==> config.mk <==
export PLATFORM = sky130hd
export DESIGN_NAME = cond_exmem_stage
export DESIGN_NICKNAME = d
export VERILOG_FILES = /design/src/rtl/cond_exmem_stage.sv
export SDC_FILE = /design/constraint.sdc
export NUM_CORES = 1
export LEC_CHECK = 0
export ABC_AREA = 1
export BUFFER_PORTS_ARGS = -buffer_cell sky130_fd_sc_hd__buf_4
export CAP_MARGIN = 20
export CORE_UTILIZATION = 40
export CTS_CLUSTER_SIZE = 24
export DETAILED_ROUTE_END_ITERATION = 10
export PLACE_DENSITY = 0.73
export SLEW_MARGIN = 10
export SYNTH_ARGS = -nofsm -noshare
export SYNTH_HDL_FRONTEND = slang
export SYNTH_SLANG_ARGS = --single-unit
==> constraint.sdc <==
create_clock -name clk -period 2.38 [get_ports clk]
set_input_delay 0.357 -clock clk [delete_from_list [all_inputs] [get_ports clk]]
set_output_delay 0.357 -clock clk [all_outputs]
set_load 0.005 [all_outputs]
==> src/rtl/cond_exmem_stage.sv <==
// Execute-stage condition check fused with the E->M pipeline register.
// Owns the architectural NZCV flags and gates E-stage side effects on the condition result.
module cond_exmem_stage #(
   parameter int DATA_W = 32,
   parameter int ADDR_W = 4
) (
   input  logic              clk,
   input  logic              reset,
   input  logic              enM,
   input  logic              flushM,
   input  logic              PCSrcE,
   input  logic              RegWriteE,
   input  logic              MemtoRegE,
   input  logic              MemWriteE,
   input  logic              BranchE,
   input  logic              BrlE,
   input  logic [1:0]        FlagWriteE,
   input  logic [3:0]        CondE,
   input  logic [3:0]        ALUFlags,
   input  logic [DATA_W-1:0] ALUResultE,
   input  logic [DATA_W-1:0] WriteDataE,
   input  logic [ADDR_W-1:0] WA3E,
   output logic [3:0]        Flags,
   output logic              CondExE,
   output logic              BranchTakenE,
   output logic              PCSrcM,
   output logic              RegWriteM,
   output logic              MemtoRegM,
   output logic              MemWriteM,
   output logic              BrlM,
   output logic [DATA_W-1:0] ALUOutM,
   output logic [DATA_W-1:0] WriteDataM,
   output logic [ADDR_W-1:0] WA3M
);

   logic [3:0]        r_flags;
   logic              r_pcSrcM;
   logic              r_regWriteM;
   logic              r_memtoRegM;
   logic              r_memWriteM;
   logic              r_brlM;
   logic [DATA_W-1:0] r_aluOutM;
   logic [DATA_W-1:0] r_writeDataM;
   logic [ADDR_W-1:0] r_wa3M;

   logic w_n;
   logic w_z;
   logic w_c;
   logic w_v;
   logic w_condEx;
   logic w_load;

   assign {w_n, w_z, w_c, w_v} = r_flags;

   // Condition is evaluated against the committed flags, never the ALU's in-flight flags.
   always_comb begin
      w_condEx = 1'b1;
      case (CondE)
         4'b0000: w_condEx = w_z;
         4'b0001: w_condEx = ~w_z;
         4'b0010: w_condEx = w_c;
         4'b0011: w_condEx = ~w_c;
         4'b0100: w_condEx = w_n;
         4'b0101: w_condEx = ~w_n;
         4'b0110: w_condEx = w_v;
         4'b0111: w_condEx = ~w_v;
         4'b1000: w_condEx = w_c & ~w_z;
         4'b1001: w_condEx = ~w_c | w_z;
         4'b1010: w_condEx = (w_n == w_v);
         4'b1011: w_condEx = (w_n != w_v);
         4'b1100: w_condEx = ~w_z & (w_n == w_v);
         4'b1101: w_condEx = w_z | (w_n != w_v);
         default: w_condEx = 1'b1;
      endcase
   end

   assign w_load = enM & ~flushM;

   // Flush wins over stall so the hazard unit can bubble M while E is held.
   always_ff @(posedge clk or negedge reset) begin
      if (!reset) begin
         r_pcSrcM     <= 1'b0;
         r_regWriteM  <= 1'b0;
         r_memtoRegM  <= 1'b0;
         r_memWriteM  <= 1'b0;
         r_brlM       <= 1'b0;
         r_aluOutM    <= '0;
         r_writeDataM <= '0;
         r_wa3M       <= '0;
      end else if (flushM) begin
         r_pcSrcM     <= 1'b0;
         r_regWriteM  <= 1'b0;
         r_memtoRegM  <= 1'b0;
         r_memWriteM  <= 1'b0;
         r_brlM       <= 1'b0;
         r_aluOutM    <= '0;
         r_writeDataM <= '0;
         r_wa3M       <= '0;
      end else if (enM) begin
         r_pcSrcM     <= PCSrcE & w_condEx;
         r_regWriteM  <= RegWriteE & w_condEx;
         r_memtoRegM  <= MemtoRegE;
         r_memWriteM  <= MemWriteE & w_condEx;
         r_brlM       <= BrlE & w_condEx;
         r_aluOutM    <= ALUResultE;
         r_writeDataM <= WriteDataE;
         r_wa3M       <= WA3E;
      end
   end

   always_ff @(posedge clk or negedge reset) begin
      if (!reset) begin
         r_flags <= 4'b0000;
      end else if (w_load && w_condEx) begin
         if (FlagWriteE[1]) r_flags[3:2] <= ALUFlags[3:2];
         if (FlagWriteE[0]) r_flags[1:0] <= ALUFlags[1:0];
      end
   end

   assign Flags        = r_flags;
   assign CondExE      = w_condEx;
   assign BranchTakenE = BranchE & w_condEx;
   assign PCSrcM       = r_pcSrcM;
   assign RegWriteM    = r_regWriteM;
   assign MemtoRegM    = r_memtoRegM;
   assign MemWriteM    = r_memWriteM;
   assign BrlM         = r_brlM;
   assign ALUOutM      = r_aluOutM;
   assign WriteDataM   = r_writeDataM;
   assign WA3M         = r_wa3M;

endmodule

==> implementation parameters <==
Parameter                              Value

Synth
  Most frequently used cell type in the post-synthesis netlist    sky130_fd_sc_hd__dfrtp_1
  Cell taking the most area after synthesis    sky130_fd_sc_hd__dfrtp_1
  Sequential area share after synthesis    ~65%
  Yosys warning count    0
  Avg Synthesized Cell Area    12.3 um2
  List of most frequent post-synthesis cells    sky130_fd_sc_hd__dfrtp_1 (77), sky130_fd_sc_hd__a22o_1 (69), sky130_fd_sc_hd__nand2_1 (34)
  Async set-reset flop share out of synthesis    100%
  Register bit count reported by yosys    77
  Most instantiated flip-flop cell in the synthesis netlist    sky130_fd_sc_hd__dfrtp_1
  Netlist area before placement    roughly 0.0030 mm2
  Area share of the leading cell type in the synthesized netlist    ~65%
  EDFF count, synth    0
  Gate Count Post-Synth    ~240
  Cell types occupying the most area after synthesis    sky130_fd_sc_hd__dfrtp_1 (65%), sky130_fd_sc_hd__a22o_1 (20%), sky130_fd_sc_hd__nand2_1 (4.3%)
  Synthesized netlist net count    330
  Unique cell type count in the Yosys netlist    18

GRT
  Initial antenna violation count    0
  Largest net degree at the start of global routing    46
  Overall global routing resource usage    20.4%
  Overall overflow remaining after global route    0
  First-pass GRT wire length    around 12 mm
  Via count of the first global-routing pass    2500

Hold path
  Worst min path class    input pin to async pin

Setup path
  Reg-to-Reg Start    Flags[0]$_DFFE_PN0P_
  Endpoint required time on the critical path    a little over 2000 ps
  Buf+Inv Stages, Crit Path    2
  Library cell appearing most often on the critical path    sky130_fd_sc_hd__nand2_1
  Delay contributed by the slowest stage of the critical path    450 ps
  Cell depth of the worst setup path    9
  Reg-to-reg endpoint    Flags[2]$_DFFE_PN0P_
  Arrival @ worst endpoint    about 1600 ps
  Worst Reg-to-Reg Cells    9
  Biggest fanout along the worst timing path    11
  R2R setup slack    around 900 ps
  CP endpoint kind    output port
  Crit path kind    flop to output port
  Slowest CP cell    sky130_fd_sc_hd__dfrtp_1
  Cell-by-cell listing of the critical path    inv_1 -> nand2_2 -> nand2_1 -> nand2_1 -> nand3_1 -> nand2_1 -> nor2_2 -> nand2_2 -> buf_4
  Cell type group with the largest total delay on the critical path    simple AND/OR/NAND/NOR gates
  Startpoint Class    flop

Clock tree
  Post-cts repair resize count    0
  Number of clock buffers inserted by TritonCTS    9
  Clock tree sinks    between 70 and 80
  CTS max path bufs    2
  Buffer type at the clock tree root    sky130_fd_sc_hd__clkbuf_8
  Clk pin slew, worst setup/hold paths    about 70 ps
  Number of setup buffers added after CTS    0
  CTS tree    built
  Count of H-tree levels built during CTS    3
  Latest clock arrival within the worst-skew pair    between 300 and 400 ps
  Number of hold buffers added after CTS    0

Final layout
  Combined flip-flop and latch cell area    0.00193 mm2
  Area Growth Syn to Fin    52.0%
  Area occupied by multi-input gates    roughly 940 um2
  Post-route cell area    0.00453 mm2
  Total Nets Final    about 500
  Fraction of layout instances using a drive strength above 1    46.9%
  Inserted Diodes    0
  Final core utilization    between 60% and 70%
  Number of cells in the finished layout apart from fillers    513
  Number of filler cells placed in the layout    between 600 and 700

Timing
  Min cycle time layout    1960 ps
  Unrepaired setup endpoints after global routing    false
  Share of the clock period used by the worst path    82.4%
  Total of endpoints with negative setup slack in the final report    0
  Post-route clock skew    7.57 ps
  Setup tns final    0 ps
  Slew at the pin with the worst max-slew slack    557 ps
  Hold violation count in the final report    0
  Rel. slew slack    a little over three fifths
  Number of slew-limit violations in the final report    0
  Achievable Freq    510 MHz

Drt
  Remaining routing DRC violations    0
  Detailed-route via count    about 2.5k
  Metal2 WL    about 3.7 mm
  First-pass iteration count of the detailed router    4
  Number of nets with antenna violations after detailed routing    0
  Vias per inst    roughly 4.9
  Routed met3 length    around 850 um
  DRT Wirelength    7.78 mm
  Number of design-rule violations left by the first detailed-router iteration    100
  DRT met1 WL    3.19 mm
  Average wire per cell in the routed design    15.2 um
  Highest metal used    met4

Placement
  Number of placed instances with taps included    498
  Detailed placement HPWL    roughly 5.8 mm
  Buffers on Ports    about 170
  Routability-driven placement congestion ratio    about 0.85
  Total cell area at the placement stage    about 0.0043 mm2

Die
  Chip width    88.4 um
  Floorplan die height    roughly 88 um
  Starting density of the core    a little over 40%
  CORE AREA    ~0.0072 mm2
  Standard-cell row count    31
  Number of primary I/O pins    167
  Die ar.    just under 0.008 mm2

Run
  Max-cap violations    0

Power and ir drop
  Pwr per Cell Area    about 680 mW/mm2
  Power consumption    a little over 0.003 W
  Peak VDD IR    about 320 uV
  Leakage    roughly 2.5 nW

Run status
  Outcome    finished, final reports clean
flip-flops by register name, summed over array words and instances, names as in the netlist:
| register | cells |
|---|---|
| ALUOutM | 32 |
| BrlM | 1 |
| WA3M | 4 |
| PCSrcM | 1 |
| RegWriteM | 1 |
| MemtoRegM | 1 |
| MemWriteM | 1 |
| WriteDataM | 32 |
| Flags | 4 |
worst max path at each step:
stage / startpoint / endpoint / slack [ps]
after floorplan: Flags[0]$_DFFE_PN0P_ / CondExE / 990
after global placement: CondE[1] / CondExE / 750
after detailed placement: CondE[1] / CondExE / 700
after CTS: Flags[0]$_DFFE_PN0P_ / CondExE / 420
after global routing: Flags[1]$_DFFE_PN0P_ / CondExE / 260
final: Flags[2]$_DFFE_PN0P_ / CondExE / 420
cells by family after synthesis:
family          after synthesis  share of synthesized area (%)
compound gates               74                           21.2
buf+inv                      26                           4.28
flops                        77                           64.6
simple gates                 65                           9.94
stage by stage:
step                setup WS, ps  hold slack (ps)
floorplan                    987             61.4
global placement             748              385
detailed placement           705              384
CTS                          417             20.2
global route                 258             34.8
finish                       419             5.84
cell usage in the layout, fill, tap and decap left out, types with 2 or more instances in the layout:
cell type and n:
sky130_fd_sc_hd__bufinv_16 2, sky130_fd_sc_hd__nor2_2 2, sky130_fd_sc_hd__nand3_1 13, sky130_fd_sc_hd__nor2_1 7
sky130_fd_sc_hd__nand2_2 2, sky130_fd_sc_hd__dfrtp_1 77, sky130_fd_sc_hd__nand4_1 4, sky130_fd_sc_hd__a21oi_1 4
sky130_fd_sc_hd__nor2_4 2, sky130_fd_sc_hd__nand2_1 34, sky130_fd_sc_hd__clkbuf_1 2, sky130_fd_sc_hd__inv_1 9
sky130_fd_sc_hd__clkbuf_8 9, sky130_fd_sc_hd__buf_4 173, sky130_fd_sc_hd__a22o_1 69
worst reg2reg max path, stage by stage, from the launching register on:
cell	delay [ps]
sky130_fd_sc_hd__dfrtp_1	420
sky130_fd_sc_hd__inv_1	80
sky130_fd_sc_hd__nand2_1	90
sky130_fd_sc_hd__nand3_1	100
sky130_fd_sc_hd__a21oi_1	170
sky130_fd_sc_hd__nor2_2	70
sky130_fd_sc_hd__nand2_2	180
sky130_fd_sc_hd__nand3_1	130
sky130_fd_sc_hd__nand2_1	80
sky130_fd_sc_hd__nand2_1	50
layer usage:
| layer | GRT usage, % | up-vias |
|---|---|---|
| li1 | - | 1209 |
| met1 | 26.0 | 1196 |
| met2 | 31.5 | 118 |
| met3 | 9.14 | 10 |
| met4 | 6.16 | 0 |
| met5 | 0 | - |
area by class of cell:
class | count | share of cell area (%)
Clock buffer | 11 | 2.90
Clock inverter | 4 | 1.63
Inverter | 10 | 0.828
Multi-Input combinational cell | 139 | 20.8
Sequential cell | 77 | 42.5
Tap cell | 99 | 2.73
Timing Repair Buffer | 173 | 28.7
where the power goes:
group | total (W) | switching [W] | internal, W
logic | 0.000575 | 0.000256 | 0.000319
registers | 0.00148 | 0.0000809 | 0.00140
clock network | 0.00103 | 0.000441 | 0.000586
total | 0.00309 | 0.000778 | 0.00231
Note: power is estimated with default switching activity, not from simulation.
